==> src/rtl/scan_decoder_pkg.sv <==
// rtl/scan_decoder_pkg.sv - shared mode encoding and line polarity helper for scan_decoder
//
// Purpose: constants and helpers shared by scan_decoder and its prescaler.
//   MODE_MANUAL / MODE_SCAN : encoding of the scan_decoder mode input.
//   line_level()            : maps an internal active flag onto the physical
//                             line level for the chosen polarity.
package scan_decoder_pkg;

  localparam logic MODE_MANUAL = 1'b0;
  localparam logic MODE_SCAN   = 1'b1;

  // Physical level of one output line: an active line drives 1 (or 0 when
  // active_low), an inactive line drives the opposite level.
  function automatic logic line_level(input logic active, input logic active_low);
    return active ^ active_low;
  endfunction

endpackage

==> src/rtl/scan_prescaler.sv <==
// rtl/scan_prescaler.sv - modulo-PRESCALE step counter with enable, clear and terminal count
//
// Purpose: divides the system clock into scan steps.
// Ports:
//   clk  in   system clock, rising edge
//   rst  in   asynchronous active-high reset (count -> 0)
//   en   in   count enable; count holds while low
//   clr  in   synchronous clear to 0 (takes priority over en)
//   tc   out  terminal count: high in the cycle the count sits at PRESCALE-1
//             while enabled, i.e. on the edge where a scan step happens
module scan_prescaler #(
  parameter int PRESCALE = 4
) (
  input  logic clk,
  input  logic rst,
  input  logic en,
  input  logic clr,
  output logic tc
);

  // One bit minimum so PRESCALE=1 still gets a legal (constant-zero) counter.
  localparam int CW = (PRESCALE > 1) ? $clog2(PRESCALE) : 1;
  localparam logic [CW-1:0] LAST = CW'(PRESCALE - 1);

  logic [CW-1:0] cnt;

  always_ff @(posedge clk or posedge rst) begin
    if (rst) begin
      cnt <= '0;
    end else if (clr) begin
      cnt <= '0;
    end else if (en) begin
      if (cnt == LAST) begin
        cnt <= '0;
      end else begin
        cnt <= cnt + CW'(1);
      end
    end
  end

  assign tc = en && !clr && (cnt == LAST);

endmodule

==> src/rtl/scan_decoder.sv <==
// rtl/scan_decoder.sv - registered binary-to-one-hot decoder with manual and auto-scan modes
//
// Purpose: drives multiplexed display lines (digit anodes, matrix rows).
//   In manual mode the external select is decoded; in scan mode an internal
//   prescaler and index counter walk the active line across all N_OUT lines.
// Ports:
//   clk     in   system clock, rising edge
//   rst     in   asynchronous active-high reset
//   en      in   global enable; low blanks all lines and freezes the counters
//   mode    in   MODE_MANUAL (0) or MODE_SCAN (1)
//   sel_in  in   manual-mode select
//   out     out  line drive, one-hot (one-cold when ACTIVE_LOW), registered
//   idx     out  current active index, registered
//   wrap    out  one-cycle pulse on the scan step N_OUT-1 -> 0
module scan_decoder
  import scan_decoder_pkg::*;
#(
  parameter int SEL_W      = 3,
  parameter int N_OUT      = 8,
  parameter int PRESCALE   = 4,
  parameter int ACTIVE_LOW = 0
) (
  input  logic             clk,
  input  logic             rst,
  input  logic             en,
  input  logic             mode,
  input  logic [SEL_W-1:0] sel_in,
  output logic [N_OUT-1:0] out,
  output logic [SEL_W-1:0] idx,
  output logic             wrap
);

  localparam logic [SEL_W-1:0] LAST_IDX = SEL_W'(N_OUT - 1);

  // Internal one-hot line vector; polarity is applied only at the pins.
  logic [N_OUT-1:0] h;
  logic [N_OUT-1:0] h_nx;
  logic [SEL_W-1:0] idx_nx;
  logic             wrap_nx;
  logic             scan_run;
  logic             manual_run;
  logic             step;

  // Any select outside 0..N_OUT-1 matches no line and decodes to all zeros.
  function automatic logic [N_OUT-1:0] decode(input logic [SEL_W-1:0] s);
    logic [N_OUT-1:0] v;
    v = '0;
    for (int i = 0; i < N_OUT; i++) begin
      v[i] = (s == SEL_W'(i));
    end
    return v;
  endfunction

  assign scan_run   = en && (mode == MODE_SCAN);
  assign manual_run = en && (mode == MODE_MANUAL);

  // Manual mode keeps the prescaler cleared so entering scan always waits a
  // full PRESCALE period before the first step; en low simply freezes it.
  scan_prescaler #(
    .PRESCALE (PRESCALE)
  ) u_prescaler (
    .clk (clk),
    .rst (rst),
    .en  (scan_run),
    .clr (manual_run),
    .tc  (step)
  );

  always_comb begin
    idx_nx  = idx;
    h_nx    = '0;
    wrap_nx = 1'b0;
    if (scan_run) begin
      if (step) begin
        // ">=" also catches an out-of-range index left over from manual
        // mode, so it is treated as the last line and wraps to 0.
        if (idx >= LAST_IDX) begin
          idx_nx  = '0;
          wrap_nx = 1'b1;
        end else begin
          idx_nx = idx + SEL_W'(1);
        end
      end
      // Decode the next index so out and idx agree in the same cycle.
      h_nx = decode(idx_nx);
    end else if (manual_run) begin
      idx_nx = sel_in;
      h_nx   = decode(sel_in);
    end
  end

  always_ff @(posedge clk or posedge rst) begin
    if (rst) begin
      idx  <= '0;
      h    <= '0;
      wrap <= 1'b0;
    end else begin
      idx  <= idx_nx;
      h    <= h_nx;
      wrap <= wrap_nx;
    end
  end

  for (genvar g = 0; g < N_OUT; g++) begin : g_pin
    assign out[g] = line_level(h[g], ACTIVE_LOW != 0);
  end

  a_h_onehot0 : assert property (@(posedge clk) disable iff (rst) $onehot0(h));

endmodule

==> config.mk <==
export PLATFORM = sky130hd
export DESIGN_NAME = scan_decoder
export DESIGN_NICKNAME = d
export VERILOG_FILES = /design/src/rtl/scan_decoder_pkg.sv /design/src/rtl/scan_prescaler.sv /design/src/rtl/scan_decoder.sv
export SDC_FILE = /design/constraint.sdc
export NUM_CORES = 1
export LEC_CHECK = 0
export ABC_AREA = 1
export BUFFER_PORTS_ARGS = -buffer_cell sky130_fd_sc_hd__buf_2
export CORE_MARGIN = 2
export CORE_UTILIZATION = 40
export DETAILED_ROUTE_END_ITERATION = 10
export HOLD_SLACK_MARGIN = 0.12
export PLACE_DENSITY_LB_ADDON = 0.25
export SLEW_MARGIN = 20
export SYNTH_ARGS = -nofsm -noshare
export SYNTH_HDL_FRONTEND = slang
export SYNTH_HIERARCHICAL = 1
export SYNTH_SLANG_ARGS = --single-unit
==> constraint.sdc <==
create_clock -name clk -period 1.75 [get_ports clk]
set_input_delay 0.4375 -clock clk [delete_from_list [all_inputs] [get_ports clk]]
set_output_delay 0.4375 -clock clk [all_outputs]
set_load 0.02 [all_outputs]
==> flow_metrics.py <==
metrics = {
    "run_status": {
        "outcome": "finished clean",
    },
    "setup_path": {
        "setup.worst_path.end_class": "flop",
        "cpPeakStageDelay_ns": 0.40,
        "critical_path_arrival_ns": 1.75,
        "crit_slowest_cell": "dfrtp_1",
        "required_ns": 1.97,
        "crit_fanout": 8,
        "critPathLaunchType": "flop",
        "path_cells": "ha_1 > nor3b_2 > buf_4 > nor2_1 > inv_1 > nand2_2 > nand3_1 > nand2_1",
        "critical_path_class": "flop to flop",
    },
    "floorplanning": {
        "fp.dieH_um": 49.8,
        "initial_core_util_pct": 42.8,
        "io_pins": 19,
        "rows": 16,
        "die_width_um": 49.8,
        "dieArea_sq_um": 2480,
        "core_sq_um": 1960,
    },
    "clocking": {
        "cts_sinks": 14,
        "cts-htree-levels": 1,
        "clockRootBuffer": "clkbuf_4",
        "cts_inserted_buffers": 3,
        "cts_tree": "yes",
        "insertion_delay_ns": 0.28,
        "max-clock-path-buffers": 2,
        "postCtsSetupBuffers": 0,
        "clk_pin_slew_ns": 0.08,
    },
    "timing": {
        "finalSetupViolCount": 0,
        "slew_headroom_pct": 69.1,
        "finalCritPeriodShare_pct": 87.6,
        "fin_worst_skew_ns": 0.00576,
        "rsz0062_at_grt": "false",
        "finalSetupTns_ns": 0,
        "maxSlewViolCount": 0,
        "holdWs_ns": 0.447,
        "final.min_clock_period_ns": 1.53,
        "fmax_ghz": 0.653,
        "hold_viol_final": 0,
        "tightest_slew_ns": 0.464,
        "worst_slack_ns": 0.218,
    },
    "route": {
        "num_vias": 757,
        "drt-vias-per-instance": 4.79,
        "drt-total-wl_um": 1660,
        "dr.pass1.iters": 4,
        "drtIter0Drc": 25,
        "antenna_left": 0,
        "wl_per_cell_um": 10.5,
        "drcViolationCount": 0,
    },
    "power": {
        "vdd_drop_max_mv": 0.440,
        "p_leak_uw": 0.000579,
        "p_per_area_nw_per_um2": 787,
        "total_power_uw": 800,
    },
    "synth": {
        "ys.warnings.count": 6,
        "synth.top_cells.by_area": "dfrtp_1 (42%), nand2_1 (12%), nand3_1 (8.9%)",
        "synth-seq-cells": 14,
        "synth_nets": 116,
        "ys_seq_area_share_pct": 41.7,
        "synth_flop_cell": "dfrtp_1",
        "async_flop_share_pct": 100,
        "syn_inst": 106,
        "synth-edff-count": 0,
        "yosysTopAreaCell": "dfrtp_1",
        "synth.avg_cell_area_sq_um": 7.92,
        "synth.top_cell.area_share_pct": 41.7,
        "synth_cell_types": 21,
        "syn_area_sq_um": 840,
    },
    "layout": {
        "design_area_sq_um": 1020,
        "diodes": 0,
        "layout_common_cells": "nand2_1 (27), buf_2 (18), nand3_1 (15), dfrtp_1 (14), nor2_1 (10)",
        "mostFrequentLayoutCell": "nand2_1",
        "area_growth_pct": 21.2,
        "drive_above_1_share_pct": 31.3,
        "final_nets": 142,
    },
    "placement": {
        "place_ws_ns": 0.0634,
        "port_buffers": 18,
        "dp_hpwl_um": 1320,
        "postPlaceCellArea_sq_um": 971,
        "globalplace.congestion": 0.882,
    },
    "hold_path": {
        "min_path_type": "primary input to flop",
    },
    "flow_run": {
        "drv_cap": 0,
    },
    "global_route": {
        "overflow": 0,
        "first_global_vias": 686,
        "grt_max_degree": 14,
        "grtUsageTotal_pct": 15.3,
        "grt_pass1_wl_um": 2930,
        "antenna_found_initial": 0,
    },
}
per-stage QoR:
| step | utilization (%) | cells |
|---|---|---|
| after global placement | 49.5 | 153 |
| after detailed placement | 49.5 | 153 |
| after floorplan | - | 106 |
| after CTS | 51.8 | 158 |
| final | 51.8 | 158 |
| after global routing | 51.8 | 158 |
synth_stat cells (2+ instances only):
cell type / count
ha_1: 3
nand4_1: 6
nand2_1: 27
nand2_2: 3
inv_4: 2
nor2_1: 10
nor2_2: 3
nand3_1: 15
dfrtp_1: 14
inv_2: 3
buf_6: 2
inv_1: 9
state kept, by name, summed over array words and instances (netlist names):
register and cells:
idx 3, out 8, u_prescaler/cnt 2, wrap 1
final cells by class:
| cell class | count | area, sq um |
|---|---|---|
| fillers | 205 | 945 |
| flip-flops and latches | 14 | 350 |
| inverters | 15 | 62.6 |
| well taps | 27 | 33.8 |
| repair buffers | 23 | 130 |
| multi-input cells | 75 | 404 |
| clock buffers | 4 | 36.3 |
final timing paths:
kind                                     from                  to  slack [ns]  depth (start not counted)
hold reg to reg            u_prescaler/cnt[1]  u_prescaler/cnt[1]        0.50                          2
setup / recovery           u_prescaler/cnt[0]              out[7]        0.22                          8
hold / removal                             en                wrap        0.45                          3
min in group asynchronous                 rst  u_prescaler/cnt[1]        0.55                          3
setup reg to reg           u_prescaler/cnt[0]              out[7]        0.22                          8
max in group asynchronous                 rst                wrap        0.72                          3
cells by family (layout without fill, tap and decap cells):
| group | after synthesis | count (layout) | synth area share (%) |
|---|---|---|---|
| AO/OA/AOI/OAI | 5 | 5 | 4.47 |
| adder cells (fa/ha/maj) | 3 | 3 | 4.47 |
| buffers and inverters | 17 | 42 | 10.1 |
| flip-flops | 14 | 14 | 41.7 |
| AND/OR/NAND/NOR | 67 | 67 | 39.2 |
metal layers:
metal | up-vias | global-route usage, % | routed length [um]
met4 | 0 | 2.78 | 0
li1 | 395 | - | -
met2 | 18 | 25.8 | 819
met1 | 344 | 19.4 | 758
met3 | 0 | 4.55 | 82
met5 | - | 0 | 0
critical path: cells and delay by family (launching register included):
kind	cells	cell delay [ns]
fa+ha+maj	1	0.22
buf+inv	2	0.24
flops	1	0.40
simple gates	5	0.62
timing repair:
item                      4_1_cts  5_1_grt
hold endpoints to repair        2        0
hold buffers                    1        0
resized for setup               0        0
power breakdown:
group / switching [uW] / internal [uW] / total [uW]
logic: 139 / 74.3 / 213
clock network: 97.9 / 127 / 224
registers: 14.9 / 348 / 363
total: 251 / 549 / 800
(Power assumes the default switching activity.)
